===== config.mk =====
export PLATFORM = sky130hd
export DESIGN_NAME = mac_dot_sequencer
export DESIGN_NICKNAME = d
export VERILOG_FILES = /design/src/rtl/mac_dot_sequencer.sv
export SDC_FILE = /design/constraint.sdc
export NUM_CORES = 1
export LEC_CHECK = 0
export CORE_UTILIZATION = 55
export DETAILED_ROUTE_END_ITERATION = 7
export DONT_BUFFER_PORTS = 1
export PLACE_DENSITY = 0.81
export SYNTH_ARGS = -nofsm -noshare
export SYNTH_HDL_FRONTEND = slang
export SYNTH_SLANG_ARGS = --single-unit

===== constraint.sdc =====
create_clock -name clk -period 2.8 [get_ports clk]
set_clock_uncertainty 0.05 [all_clocks]
set_input_delay 0.28 -clock clk [delete_from_list [all_inputs] [get_ports clk]]
set_output_delay 0.28 -clock clk [all_outputs]
set_load 0.02 [all_outputs]

===== src/rtl/mac_dot_sequencer.sv =====
// Controller in front of one Q8.8 MAC. It streams pixel/weight pairs from two
// synchronous-read buffers, closes the accumulate loop and returns the dot product.
module mac_dot_sequencer #(
    parameter int unsigned ADDR_W = 8,
    parameter int unsigned DATA_W = 16
) (
    input  logic              clk,
    input  logic              reset,
    input  logic              start,
    input  logic [ADDR_W-1:0] len,
    input  logic [ADDR_W-1:0] pix_base,
    input  logic [ADDR_W-1:0] wgt_base,
    input  logic [DATA_W-1:0] bias,
    output logic              busy,
    output logic              mem_en,
    output logic [ADDR_W-1:0] pix_addr,
    output logic [ADDR_W-1:0] wgt_addr,
    input  logic [DATA_W-1:0] pix_data,
    input  logic [DATA_W-1:0] wgt_data,
    output logic [DATA_W-1:0] mac_pixel,
    output logic [DATA_W-1:0] mac_weight,
    output logic [DATA_W-1:0] mac_accum,
    input  logic [DATA_W-1:0] mac_result,
    output logic [DATA_W-1:0] out_data,
    output logic              out_valid,
    input  logic              out_ready
);

    typedef enum logic [1:0] {
        IDLE  = 2'd0,
        FETCH = 2'd1,
        DRAIN = 2'd2,
        OUT   = 2'd3
    } state_t;

    state_t            state_q, state_d;
    logic [ADDR_W-1:0] cnt_q, cnt_d;
    logic [ADDR_W-1:0] len_q, len_d;
    logic [ADDR_W-1:0] pix_base_q, pix_base_d;
    logic [ADDR_W-1:0] wgt_base_q, wgt_base_d;
    logic [DATA_W-1:0] bias_q, bias_d;
    logic              busy_q, busy_d;
    logic              mem_en_q, mem_en_d;
    logic [ADDR_W-1:0] pix_addr_q, pix_addr_d;
    logic [ADDR_W-1:0] wgt_addr_q, wgt_addr_d;
    logic              term_valid_q, term_valid_d;
    logic              term_first_q, term_first_d;
    logic [DATA_W-1:0] out_data_q, out_data_d;
    logic              out_valid_q, out_valid_d;

    always_ff @(posedge clk) begin
        if (reset) begin
            state_q      <= IDLE;
            cnt_q        <= '0;
            len_q        <= '0;
            pix_base_q   <= '0;
            wgt_base_q   <= '0;
            bias_q       <= '0;
            busy_q       <= 1'b0;
            mem_en_q     <= 1'b0;
            pix_addr_q   <= '0;
            wgt_addr_q   <= '0;
            term_valid_q <= 1'b0;
            term_first_q <= 1'b0;
            out_data_q   <= '0;
            out_valid_q  <= 1'b0;
        end else begin
            state_q      <= state_d;
            cnt_q        <= cnt_d;
            len_q        <= len_d;
            pix_base_q   <= pix_base_d;
            wgt_base_q   <= wgt_base_d;
            bias_q       <= bias_d;
            busy_q       <= busy_d;
            mem_en_q     <= mem_en_d;
            pix_addr_q   <= pix_addr_d;
            wgt_addr_q   <= wgt_addr_d;
            term_valid_q <= term_valid_d;
            term_first_q <= term_first_d;
            out_data_q   <= out_data_d;
            out_valid_q  <= out_valid_d;
        end
    end

    // Next-state and registered-output logic; read data trails mem_en by one cycle.
    always_comb begin
        state_d      = state_q;
        cnt_d        = cnt_q;
        len_d        = len_q;
        pix_base_d   = pix_base_q;
        wgt_base_d   = wgt_base_q;
        bias_d       = bias_q;
        busy_d       = busy_q;
        mem_en_d     = mem_en_q;
        pix_addr_d   = pix_addr_q;
        wgt_addr_d   = wgt_addr_q;
        out_data_d   = out_data_q;
        out_valid_d  = out_valid_q;
        term_valid_d = mem_en_q;
        term_first_d = mem_en_q && (cnt_q == '0);

        case (state_q)
            IDLE: begin
                if (start) begin
                    len_d      = len;
                    pix_base_d = pix_base;
                    wgt_base_d = wgt_base;
                    bias_d     = bias;
                    busy_d     = 1'b1;
                    cnt_d      = '0;
                    if (len == '0) begin
                        out_data_d = bias;
                        state_d    = OUT;
                    end else begin
                        mem_en_d   = 1'b1;
                        pix_addr_d = pix_base;
                        wgt_addr_d = wgt_base;
                        state_d    = FETCH;
                    end
                end
            end
            FETCH: begin
                if (cnt_q == len_q - ADDR_W'(1)) begin
                    mem_en_d = 1'b0;
                    state_d  = DRAIN;
                end else begin
                    cnt_d      = cnt_q + ADDR_W'(1);
                    mem_en_d   = 1'b1;
                    pix_addr_d = pix_base_q + cnt_q + ADDR_W'(1);
                    wgt_addr_d = wgt_base_q + cnt_q + ADDR_W'(1);
                end
            end
            DRAIN: begin
                // Once the last term has left the read pipe, mac_result is final.
                if (!term_valid_q) begin
                    out_data_d  = mac_result;
                    out_valid_d = 1'b1;
                    state_d     = OUT;
                end
            end
            OUT: begin
                if (out_valid_q && out_ready) begin
                    out_valid_d = 1'b0;
                    busy_d      = 1'b0;
                    state_d     = IDLE;
                end else begin
                    out_valid_d = 1'b1;
                end
            end
            default: state_d = IDLE;
        endcase
    end

    // MAC feed: data straight from the buffers; accum idles at zero outside an operation.
    always_comb begin
        mac_pixel  = '0;
        mac_weight = '0;
        mac_accum  = busy_q ? mac_result : '0;
        if (term_valid_q) begin
            mac_pixel  = pix_data;
            mac_weight = wgt_data;
            mac_accum  = term_first_q ? bias_q : mac_result;
        end
    end

    assign busy      = busy_q;
    assign mem_en    = mem_en_q;
    assign pix_addr  = pix_addr_q;
    assign wgt_addr  = wgt_addr_q;
    assign out_data  = out_data_q;
    assign out_valid = out_valid_q;

endmodule


==> metrics.cfg <==
[run_status]
status=complete, no violations

[sta]
period_minus_slack_ps=2510
worst_pin_slew_ps=561
slew_headroom_pct=62.3
achievable-frequency_mhz=398
finalSetupViolCount=0
final.setup.tns_ps=0
fin_crit_sh_pct=89.7
drv_slew=0
rsz0062_at_grt=false
hold_violations=0

[routing]
routedWlPerCell_um=17.8
dr.pass1.iters=6
drt-vias-per-instance=6.14
ant_nets=0
num_vias=4483
drtIter0Drc=290
drcViolationCount=0
drt_wl_total_um=13000

[placed_design]
dpl_cell_area_mm2=0.00497
gp_congestion=0.887
io_buffers=0
dp_hpwl_um=9000

[clock_tree]
cts.sinks=87
htreeDepth=3
cts_tree=yes
numCtsBuffers=9
root_buffer=clkbuf_8
clk_pin_slew_worst_paths_ps=90
clk_latency_ps=350
postCtsSetupBuffers=0
clockBufferDepth=2
ctsResizeCount=0

[cells_and_area]
drive_above_1_share_pct=7.74
final_util_pct=63.9
nets=731
num-fill-cells=732
multi_input_area_mm2=0.00294
syn_to_final_growth_pct=12.8
seqCellArea_mm2=0.00174
fin_area_mm2=0.00554

[global_route]
grt.total_usage_pct=27.9
grt_pass1_wl_um=20000
grt_max_degree=80
gr-total-overflow=0
grt_pass1_vias=4191
antenna_found_initial=2

[worst_setup_path]
worst_setup_path_end_kind=flop
critPathMaxFanout=23
required_ps=2980
r2r_slack_ps=290
reg2reg_to=wgt_addr[2]
startpoint_type=flop
reg2regPathDepth=9
arrival_ps=2690
path_class=flop to flop
rr_startpoint=len_q[0]

[synthesis]
yosysSeqAreaShare_pct=35.5
synth_warnings=0
async_flop_share_pct=0
syn_inst=597
syn_area_mm2=0.00491
synth-seq-cells=87
synth_cell_type_count=53
syn-num-nets=713
synth_ff_type=dfxtp_1
synth_edf_count=0
syn_avg_cell_area_um2=8.23

[power_and_ir_drop]
power_w=0.00485
pwr_density_cell_mw_per_mm2=875
p_leak_nw=2.14
irDropWorstVdd_mv=0.435

[floorplanning]
fp.dieArea_mm2=0.00931
core_mm2=0.00868
die-width_um=96.5
num_rows=34
boundaryPins=175
die_h_um=96.5
initial_core_util_pct=56.6

[hold_path]
hp-start=bias[3]
hold_class=input port to flop
hold_path_depth=2
worst_hold_path.endpoint=bias_q[3]

[job]
max_cap_violations=0

## cell usage in the layout (no fill, tap or decap), types with 7 or more instances in the layout
cell / synthesis / routed
nand2_1: 105 / 105
dfxtp_1: 87 / 87
a21oi_1: 61 / 61
nor2_1: 45 / 45
and2_1: 34 / 34
dlygate4sd3_1: 0 / 32
mux2i_1: 26 / 26
ha_1: 22 / 22
a211oi_1: 17 / 17
a22o_1: 16 / 16
inv_1: 15 / 15
o21ai_0: 14 / 14
xnor2_1: 14 / 14
buf_4: 1 / 13
a211oi_2: 9 / 9
clkbuf_8: 0 / 9
nand3_1: 8 / 8
nor3_1: 8 / 8
nor2b_1: 7 / 7
o21a_1: 7 / 7
xor2_1: 7 / 7
o211ai_1: 7 / 7
## stage by stage
stage	setup slack, ps	hold WS, ps	instances
2_1_floorplan	591	366	597
3_3_place_gp	464	307	679
3_5_place_dp	343	309	679
4_1_cts	306	0.889	728
5_1_grt	162	3.30	730
6_report	288	13.3	730
## per-layer routing
layer	part of all wire (%)	wire length (um)	up-vias	GRT usage, %
li1	-	-	2125	-
met1	39	5100	2097	33.2
met2	50	6520	234	47.7
met3	8.0	1040	27	6.03
met4	2.5	330	0	13.1
met5	0	0	-	0
## layout make-up
type | count | share of cell area (%)
repair buffers | 46 | 8.04
inverters | 15 | 1.02
well taps | 108 | 2.44
clock buffers | 9 | 2.24
flip-flops and latches | 87 | 31.4
clock inverters | 7 | 1.76
multi-input cells | 456 | 53.0
diodes | 2 | 0.0903
## worst max-delay path by stage
stage,startpoint,endpoint,cells past startpoint
after floorplan,len_q[0],cnt_q[1],9
after global placement,len_q[0],pix_addr[6],9
after detailed placement,len_q[0],wgt_addr[2],9
after CTS,len_q[0],wgt_addr[2],9
after global routing,len_q[0],pix_addr[2],8
final,len_q[0],wgt_addr[2],9
## Yosys cell counts (all sizes together) (2+ instances only)
cell type,number,area (um^2)
dfxtp,87,1740
nor2,45,169
a21o,2,15.0
or4,4,30.0
fa,2,40.0
and3,2,12.5
clkbuf,29,109
ha,22,275
nor2b,7,43.8
nand4,3,18.8
o21a,7,52.6
a22o,16,140
nor3,9,56.3
mux2,2,22.5
mux2i,26,260
buf,10,68.8
xnor2,14,123
a21oi,62,314
o2111a,2,22.5
a311oi,4,47.6
inv,15,56.3
o31ai,2,25.0
nor4,2,12.5
or3,6,37.5
nand3,8,40.0
xor2,7,61.3
nand2,105,394
a211oi,26,240
and2,34,213
o211ai,7,52.6
o21ai,14,70.1
o21bai,3,22.5
## cell families (layout without fill, tap and decap cells)
family          Yosys count  count (layout)  synth area share (%)
fa+ha+maj                24              24                  6.42
other cells               0               2                     0
compound gates          152             152                  22.0
xor+xnor                 21              21                  3.74
mux                      28              28                  5.76
flops                    87              87                  35.5
simple gates            231             231                  21.9
buf+inv                  54              77                  4.76
## worst max-delay path, stage by stage (launching register included)
cell	delay, ps
dfxtp_1	420
inv_1	70
ha_1	270
xnor2_1	150
a211oi_1	340
nand4_1	220
o31a_1	370
buf_4	250
o211ai_1	130
a21oi_1	110
## flip-flops by register name, summed over array words and instances, names as in the netlist
signal / flops
bias_q: 16
busy: 1
cnt_q: 8
len_q: 8
mem_en: 1
out_data: 16
out_valid: 1
pix_addr: 8
pix_base_q: 8
state_q: 2
term_first_q: 1
term_valid_q: 1
wgt_addr: 8
wgt_base_q: 8
## power by group
group / switching [W] / internal (W) / leakage, nW / total [W]
clock network: 0.000466 / 0.000504 / 0.105 / 0.000969
registers: 0.000397 / 0.00151 / 0.712 / 0.00190
logic: 0.00123 / 0.000749 / 1.32 / 0.00198
total: 0.00209 / 0.00276 / 2.14 / 0.00485
## what timing repair did
item                                    4_1_cts  5_1_grt
endpoints found under the setup margin        0        0
hold endpoints to repair                     79        0
hold buffers                                 33        0
(Power assumes the default switching activity.)
